**config.mk**
```make
export PLATFORM = sky130hd
export DESIGN_NAME = serial_adder
export DESIGN_NICKNAME = d
export VERILOG_FILES = /design/src/rtl/serial_adder.sv
export SDC_FILE = /design/constraint.sdc
export NUM_CORES = 1
export LEC_CHECK = 0
export BUFFER_PORTS_ARGS = -buffer_cell sky130_fd_sc_hd__buf_2
export CAP_MARGIN = 20
export CORE_UTILIZATION = 47
export DETAILED_ROUTE_END_ITERATION = 8
export GPL_TIMING_DRIVEN = 0
export PLACE_DENSITY = 0.73
export SLEW_MARGIN = 20
export SYNTH_ARGS = -nofsm -noshare
export SYNTH_HDL_FRONTEND = slang
export SYNTH_SLANG_ARGS = --single-unit
export TNS_END_PERCENT = 20
```
**constraint.sdc**
```tcl
create_clock -name clk -period 1.7 [get_ports clk]
set_clock_uncertainty 0.2 [all_clocks]
set_input_delay 0.17 -clock clk [delete_from_list [all_inputs] [get_ports clk]]
set_output_delay 0.17 -clock clk [all_outputs]
set_load 0.05 [all_outputs]
```
**src/rtl/serial_adder.sv**
```systemverilog
// Bit-serial ripple adder: one registered full-adder cell, LSB first, start/busy/done handshake.
// Optional subtract mode and signed overflow flag enabled by defining SERIAL_ADDER_SUB_EN.
module serial_adder #(
    parameter int unsigned WIDTH = 4
) (
    input  logic             clk,
    input  logic             rst_n,
    input  logic             ena,
    input  logic             start,
    input  logic [WIDTH-1:0] a,
    input  logic [WIDTH-1:0] b,
    input  logic             cin,
    input  logic             sub,
    output logic [WIDTH-1:0] sum,
    output logic             cout,
    output logic             ovf,
    output logic             busy,
    output logic             done
);

    localparam int unsigned CNT_W = (WIDTH > 2) ? $clog2(WIDTH) : 1;

    typedef enum logic [1:0] {IDLE, SHIFT, DONE} state_e;

    state_e             state_q, state_d;
    logic [WIDTH-1:0]   a_sr_q, a_sr_d;
    logic [WIDTH-1:0]   b_sr_q, b_sr_d;
    logic [WIDTH-1:0]   sum_sr_q, sum_sr_d;
    logic [WIDTH-1:0]   sum_q, sum_d;
    logic [CNT_W-1:0]   cnt_q, cnt_d;
    logic               carry_q, carry_d;
    logic               cout_q, cout_d;
    logic               busy_q, busy_d;
    logic               done_q, done_d;
    logic               s_c;
    logic               maj_c;
`ifdef SERIAL_ADDER_SUB_EN
    logic               a_msb_q, a_msb_d;
    logic               b_msb_q, b_msb_d;
    logic               ovf_q, ovf_d;
`endif

    assign s_c   = a_sr_q[0] ^ b_sr_q[0] ^ carry_q;
    assign maj_c = (a_sr_q[0] & b_sr_q[0]) | (a_sr_q[0] & carry_q) | (b_sr_q[0] & carry_q);

    // Next-state and datapath: everything holds unless ena is high.
    always_comb begin
        state_d  = state_q;
        a_sr_d   = a_sr_q;
        b_sr_d   = b_sr_q;
        sum_sr_d = sum_sr_q;
        sum_d    = sum_q;
        cnt_d    = cnt_q;
        carry_d  = carry_q;
        cout_d   = cout_q;
        busy_d   = busy_q;
        done_d   = done_q;
`ifdef SERIAL_ADDER_SUB_EN
        a_msb_d  = a_msb_q;
        b_msb_d  = b_msb_q;
        ovf_d    = ovf_q;
`endif
        if (ena) begin
            case (state_q)
                IDLE, DONE: begin
                    state_d = IDLE;
                    busy_d  = 1'b0;
                    done_d  = 1'b0;
                    if (start) begin
                        state_d = SHIFT;
                        busy_d  = 1'b1;
                        a_sr_d  = a;
                        b_sr_d  = b;
                        carry_d = cin;
                        cnt_d   = '0;
`ifdef SERIAL_ADDER_SUB_EN
                        if (sub) begin
                            b_sr_d  = ~b;
                            carry_d = 1'b1;
                        end
                        a_msb_d = a[WIDTH-1];
                        b_msb_d = b_sr_d[WIDTH-1];
`endif
                    end
                end
                SHIFT: begin
                    carry_d  = maj_c;
                    sum_sr_d = {s_c, sum_sr_q[WIDTH-1:1]};
                    a_sr_d   = {1'b0, a_sr_q[WIDTH-1:1]};
                    b_sr_d   = {1'b0, b_sr_q[WIDTH-1:1]};
                    cnt_d    = cnt_q + CNT_W'(1);
                    if (cnt_q == CNT_W'(WIDTH - 1)) begin
                        // Final bit: publish the result; s_c is the result MSB.
                        state_d = DONE;
                        busy_d  = 1'b0;
                        done_d  = 1'b1;
                        sum_d   = sum_sr_d;
                        cout_d  = maj_c;
`ifdef SERIAL_ADDER_SUB_EN
                        ovf_d   = (a_msb_q == b_msb_q) && (s_c != a_msb_q);
`endif
                    end
                end
                default: begin
                    state_d = IDLE;
                    busy_d  = 1'b0;
                    done_d  = 1'b0;
                end
            endcase
        end
    end

    always_ff @(posedge clk or negedge rst_n) begin
        if (!rst_n) begin
            state_q  <= IDLE;
            a_sr_q   <= '0;
            b_sr_q   <= '0;
            sum_sr_q <= '0;
            sum_q    <= '0;
            cnt_q    <= '0;
            carry_q  <= 1'b0;
            cout_q   <= 1'b0;
            busy_q   <= 1'b0;
            done_q   <= 1'b0;
        end else begin
            state_q  <= state_d;
            a_sr_q   <= a_sr_d;
            b_sr_q   <= b_sr_d;
            sum_sr_q <= sum_sr_d;
            sum_q    <= sum_d;
            cnt_q    <= cnt_d;
            carry_q  <= carry_d;
            cout_q   <= cout_d;
            busy_q   <= busy_d;
            done_q   <= done_d;
        end
    end

`ifdef SERIAL_ADDER_SUB_EN
    always_ff @(posedge clk or negedge rst_n) begin
        if (!rst_n) begin
            a_msb_q <= 1'b0;
            b_msb_q <= 1'b0;
            ovf_q   <= 1'b0;
        end else begin
            a_msb_q <= a_msb_d;
            b_msb_q <= b_msb_d;
            ovf_q   <= ovf_d;
        end
    end

    assign ovf = ovf_q;
`else
    logic unused_sub;
    assign unused_sub = sub;
    assign ovf        = 1'b0;
`endif

    assign sum  = sum_q;
    assign cout = cout_q;
    assign busy = busy_q;
    assign done = done_q;

endmodule

```
-- After elaboration in Yosys (flattened, before gate mapping)
Index checks and enable logic that the tools add are counted.
W data, S select, Z words.
- add/subtract/negate cells: 1
- $mul: 0
- divide/modulo/power cells: 0
- order comparisons: 0
- equal/unequal tests: 5
- shifts and indexed selects: 0
- multiplexer cells: 16
- bitwise operators: 7
- reduce and logical (&&, ||, !) cells: 7
- operator list (kind ; number):
    $pmux W4 S2 ; 2
    $mux W4 ; 2
    $pmux W2 S2 ; 2
    $mux W1 ; 6
    $reduce_and A3 Y1 ; 2
    $eq A2 B2 Y1 const B ; 2
    $mux W2 ; 2
    $ne A2 B2 Y1 const B ; 2
    $pmux W1 S2 ; 2
    $reduce_and A2 Y1 ; 2
    $and A1 B1 Y1 ; 3
    $add A2 B1 Y2 const B ; 1
    $eq A2 B1 Y1 const B ; 1
    $logic_not A2 Y1 ; 1
    $or A1 B1 Y1 ; 2
    $reduce_bool A2 Y1 ; 1
    $reduce_or A2 Y1 ; 1
    $xor A1 B1 Y1 ; 2
- bits in registers: 24
- bits in latches: 0
- memory bits (writable): 0
- ROM bits: 0
- input port bits: 14
- output and inout bits: 8
- word-level logic and storage cells: 46
- memories: 0

-- Depth between registers and ports, before layout
- word-level depth: 4
- mapped depth: 4

-- Worst setup path before layout
OpenSTA, ideal clock, no wires.
- kind: reg2reg
- from: reg state_q[1]
- to: reg a_sr_q[0]
- library setup time: 0.125 ns
- arrival time: 1.517 ns
- required time: 1.375 ns
- path slack: -0.142 ns
- cell stages (with the launch flop): 5
- path buffers: 1
- path through: dfrtp_1 > nor2b_4 > buf_8 > mux2_2 > mux2_2
- longest elaborated chain between the ends: 4
- ends and longest elaborated chain (item ; RTL line ; source):
    start: declaration ; 25 ; state_e state_q, state_d;
    start signal: assignment ; 126 ; state_q <= state_d;
    $eq A2 B2 Y1 / $logic_not A2 Y1 (equally long branches) ; 64 ; case (state_q)
    $reduce_or A2 Y1 ; 64 ;
    $ne A2 B2 Y1 (no line) / $reduce_bool A2 Y1 (equally long branches) ; -- ;
    $reduce_and A3 Y1 (no line) ; -- ;
    end signal: assignment ; 127 ; a_sr_q <= a_sr_d;
    end: declaration ; 26 ; logic [WIDTH-1:0] a_sr_q, a_sr_d;
Parallel ways exist; a longest one is shown, timed or not.
A chain may end at the register's enable or synchronous reset.

-- Worst setup path in the final report
- from: reg state_q[1]
- to: reg b_sr_q[1]
- longest elaborated chain between the ends: 4
- ends and longest elaborated chain (item ; RTL line ; source):
    $eq A2 B2 Y1 / $logic_not A2 Y1 (equally long branches) ; 64 ;
    $reduce_or A2 Y1 ; 64 ;
    $ne A2 B2 Y1 (no line) / $reduce_bool A2 Y1 (equally long branches) ; -- ;
    $reduce_and A3 Y1 (no line) ; -- ;
    end signal: assignment ; 128 ; b_sr_q <= b_sr_d;
    end: declaration ; 27 ; logic [WIDTH-1:0] b_sr_q, b_sr_d;
Parallel ways exist; a longest one is shown, timed or not.

==> impl_metrics.toml <==
[run_status]
outcome = "completed"

[die]
dieArea_um2 = 2437
row_count = 16
dieWidth_um = 49.37
coreArea_um2 = 2042
die_h_um = 49.37
ios = 22
initial_core_util_pct = 51.65

[routing]
final_antenna_net_count = 0
routed_wl_um = 1911
drt-initial-drc-count = 5
firstDrtPassIters = 3
wire_per_inst_um = 13.85
avgViaCountPerCell = 5.000
via_count = 690
drc = 0

[cts]
clock-sinks = 22
clkTransAtPathRegs_ns = 0.12
h-tree-depth = 1
cts_buffers = 3
clock_latency_ns = 0.31
tritoncts = "built"
root_buffer = "clkbuf_4"
cts_buffer_depth = 2

[setup_path]
cp.arrival_ns = 1.67
critPathCaptureType = "register"
cp.required_ns = 1.71
slowest_delay_ns = 0.45
crit_chain = "nor2b_4 > buf_8 > mux2_4 > mux2_4"
path_buf_inv = 1
start_kind = "register"
worstPathMaxFanout = 10
crit_family = "multiplexers"
slowest_stage = "dfrtp_2"
cp_common_cell = "mux2_4"
path_class = "reg2reg"

[final_layout]
nets = 128
final_util_pct = 68.08
fin_cells = 138
diodes = 0
area_growth_pct = 31.79
nFillCells = 164
drive_gt1_share_pct = 52.25
layout_common_cells = "20 x buf_2, 20 x dfrtp_1, 17 x mux2_4, 7 x dlygate4sd3_1"

[timing]
fin_crit_ns = 1.661
final_hold_viol_count = 0
period_share_pct = 97.70
drv_slew = 0
fmax_mhz = 602.1
setup_violations = 0

[global_route]
grt_use_met2_pct = 32.88
top_usage_layer = "met2"
grt_use_total_pct = 18.22
met3_usage_pct = 4.673
gr-usage-met1_pct = 20.89
antenna_found_initial = 0
grt_pass1_wl_um = 3243
grt_max_degree = 23
grt_pass1_vias = 717
grt-ovfl-total = 0

[placed_design]
place_congestion = 0.7269
hpwl_um = 1256
dp_cells = 123
numPortBuffers = 19

[yosys]
yosysSeqAreaShare_pct = 52.19
yosysWarningCount = 0
postSynthAreaPerCell_um2 = 13.70
netlist_instances = 77
synth.cell_area_um2 = 1055
synth_fp_nets = 93
ys_ff_latch = 22
synth_cell_types = 21

[pwr]
ir_worst_vdd_mv = 1.609
cellLeakagePower_nw = 0.6852
total_power_mw = 2.789
powerDensity_nw_per_um2 = 2006

[flow_run]
drv_cap = 0

[min_path]
hp-class = "in2reg"
==> worst min-delay path: stages <==
cell	delay [ns]
buf_2	0.08
mux2_4	0.13
mux2_4	0.12
==> timing repair <==
action	4_1_cts	5_1_grt
endpoints found under the hold margin	29	0
pin swaps	0	0
hold buffers	7	0
gates resized for setup	1	2
endpoints found under the setup margin	7	7
setup buffers	2	2
==> power by group <==
group,switching (mW),internal [mW]
sequential,0.163,0.779
clock,0.161,0.239
combinational,0.691,0.756
==> final timing paths <==
| path | slack, ns | cells past startpoint | start | endpoint |
|---|---|---|---|---|
| setup / recovery | 0.04 | 4 | state_q[1] | b_sr_q[1] |
| hold / removal | 0.01 | 3 | cin | carry_q |
| setup reg to reg | 0.04 | 4 | state_q[1] | b_sr_q[1] |
| hold reg to reg | 0.30 | 1 | cnt_q[0] | cnt_q[0] |
| max in group asynchronous | 0.83 | 2 | rst_n | state_q[1] |
| min in group asynchronous | 0.13 | 2 | rst_n | state_q[0] |
==> routing by layer <==
layer  vias to the layer above  share of wire [%]
li1                        341                  -
met1                       332                 44
met2                        14                 52
met3                         3                3.5
met4                         0               0.99
met5                         -                  0
==> logic make-up after synthesis <==
logic type,count (synthesis),share of synthesized area (%)
muxes,22,25.27
DFF,22,52.19
AOI/OAI and AO/OA,14,8.423
and+or+nand+nor,9,6.287
buffers and inverters,7,4.388
adders and majority gates,2,3.084
other,1,0.3555
==> state kept, by name (all words and copies together), names as in the netlist <==
name      flops
b_sr_q        4
state_q       2
cnt_q         2
cout          1
sum           4
carry_q       1
a_sr_q        4
sum_sr_q      3
busy          1
==> cell usage after synthesis, drive strengths merged <==
cell type | number | area share [%]
a31oi | 2 | 1.2
dfrtp | 22 | 52
o2bb2ai | 3 | 2.5
conb | 1 | 0.36
inv | 3 | 1.1
o21a | 1 | 0.71
ha | 1 | 1.2
a21oi | 2 | 0.95
nand2 | 3 | 1.1
mux2 | 22 | 25
fa | 1 | 1.9
nand3 | 2 | 2.1
buf | 4 | 3.3
nor2b | 4 | 3.1
o31ai | 1 | 0.71
o21ai | 5 | 2.4
==> layout make-up <==
cell class / count / area (um^2) / share of cell area [%]
tap: 27 / 33.78 / 2.430
timing repair buffer: 30 / 195.2 / 14.04
multi-input combinational: 48 / 505.5 / 36.36
clock inverter: 1 / 30.03 / 2.160
buffer: 4 / 38.79 / 2.790
sequential: 22 / 553.0 / 39.78
clock buffer: 3 / 22.52 / 1.620
inverter: 3 / 11.26 / 0.8101
==> metrics by stage <==
step | cell area (um^2) | TNS (ns) | hold WS [ns] | worst slack, ns
global placement | 1230 | -0.1221 | -0.04597 | -0.02541
global route | 1390 | -0.001727 | 0.004961 | -0.001727
floorplan | 1101 | -0.09000 | -0.3256 | -0.01500
CTS | 1369 | 0 | 0.001621 | 0.004959
detailed placement | 1230 | -0.2014 | -0.03949 | -0.03972
finish | 1390 | 0 | 0.01259 | 0.03918
Note: power is estimated with default switching activity, not from simulation.
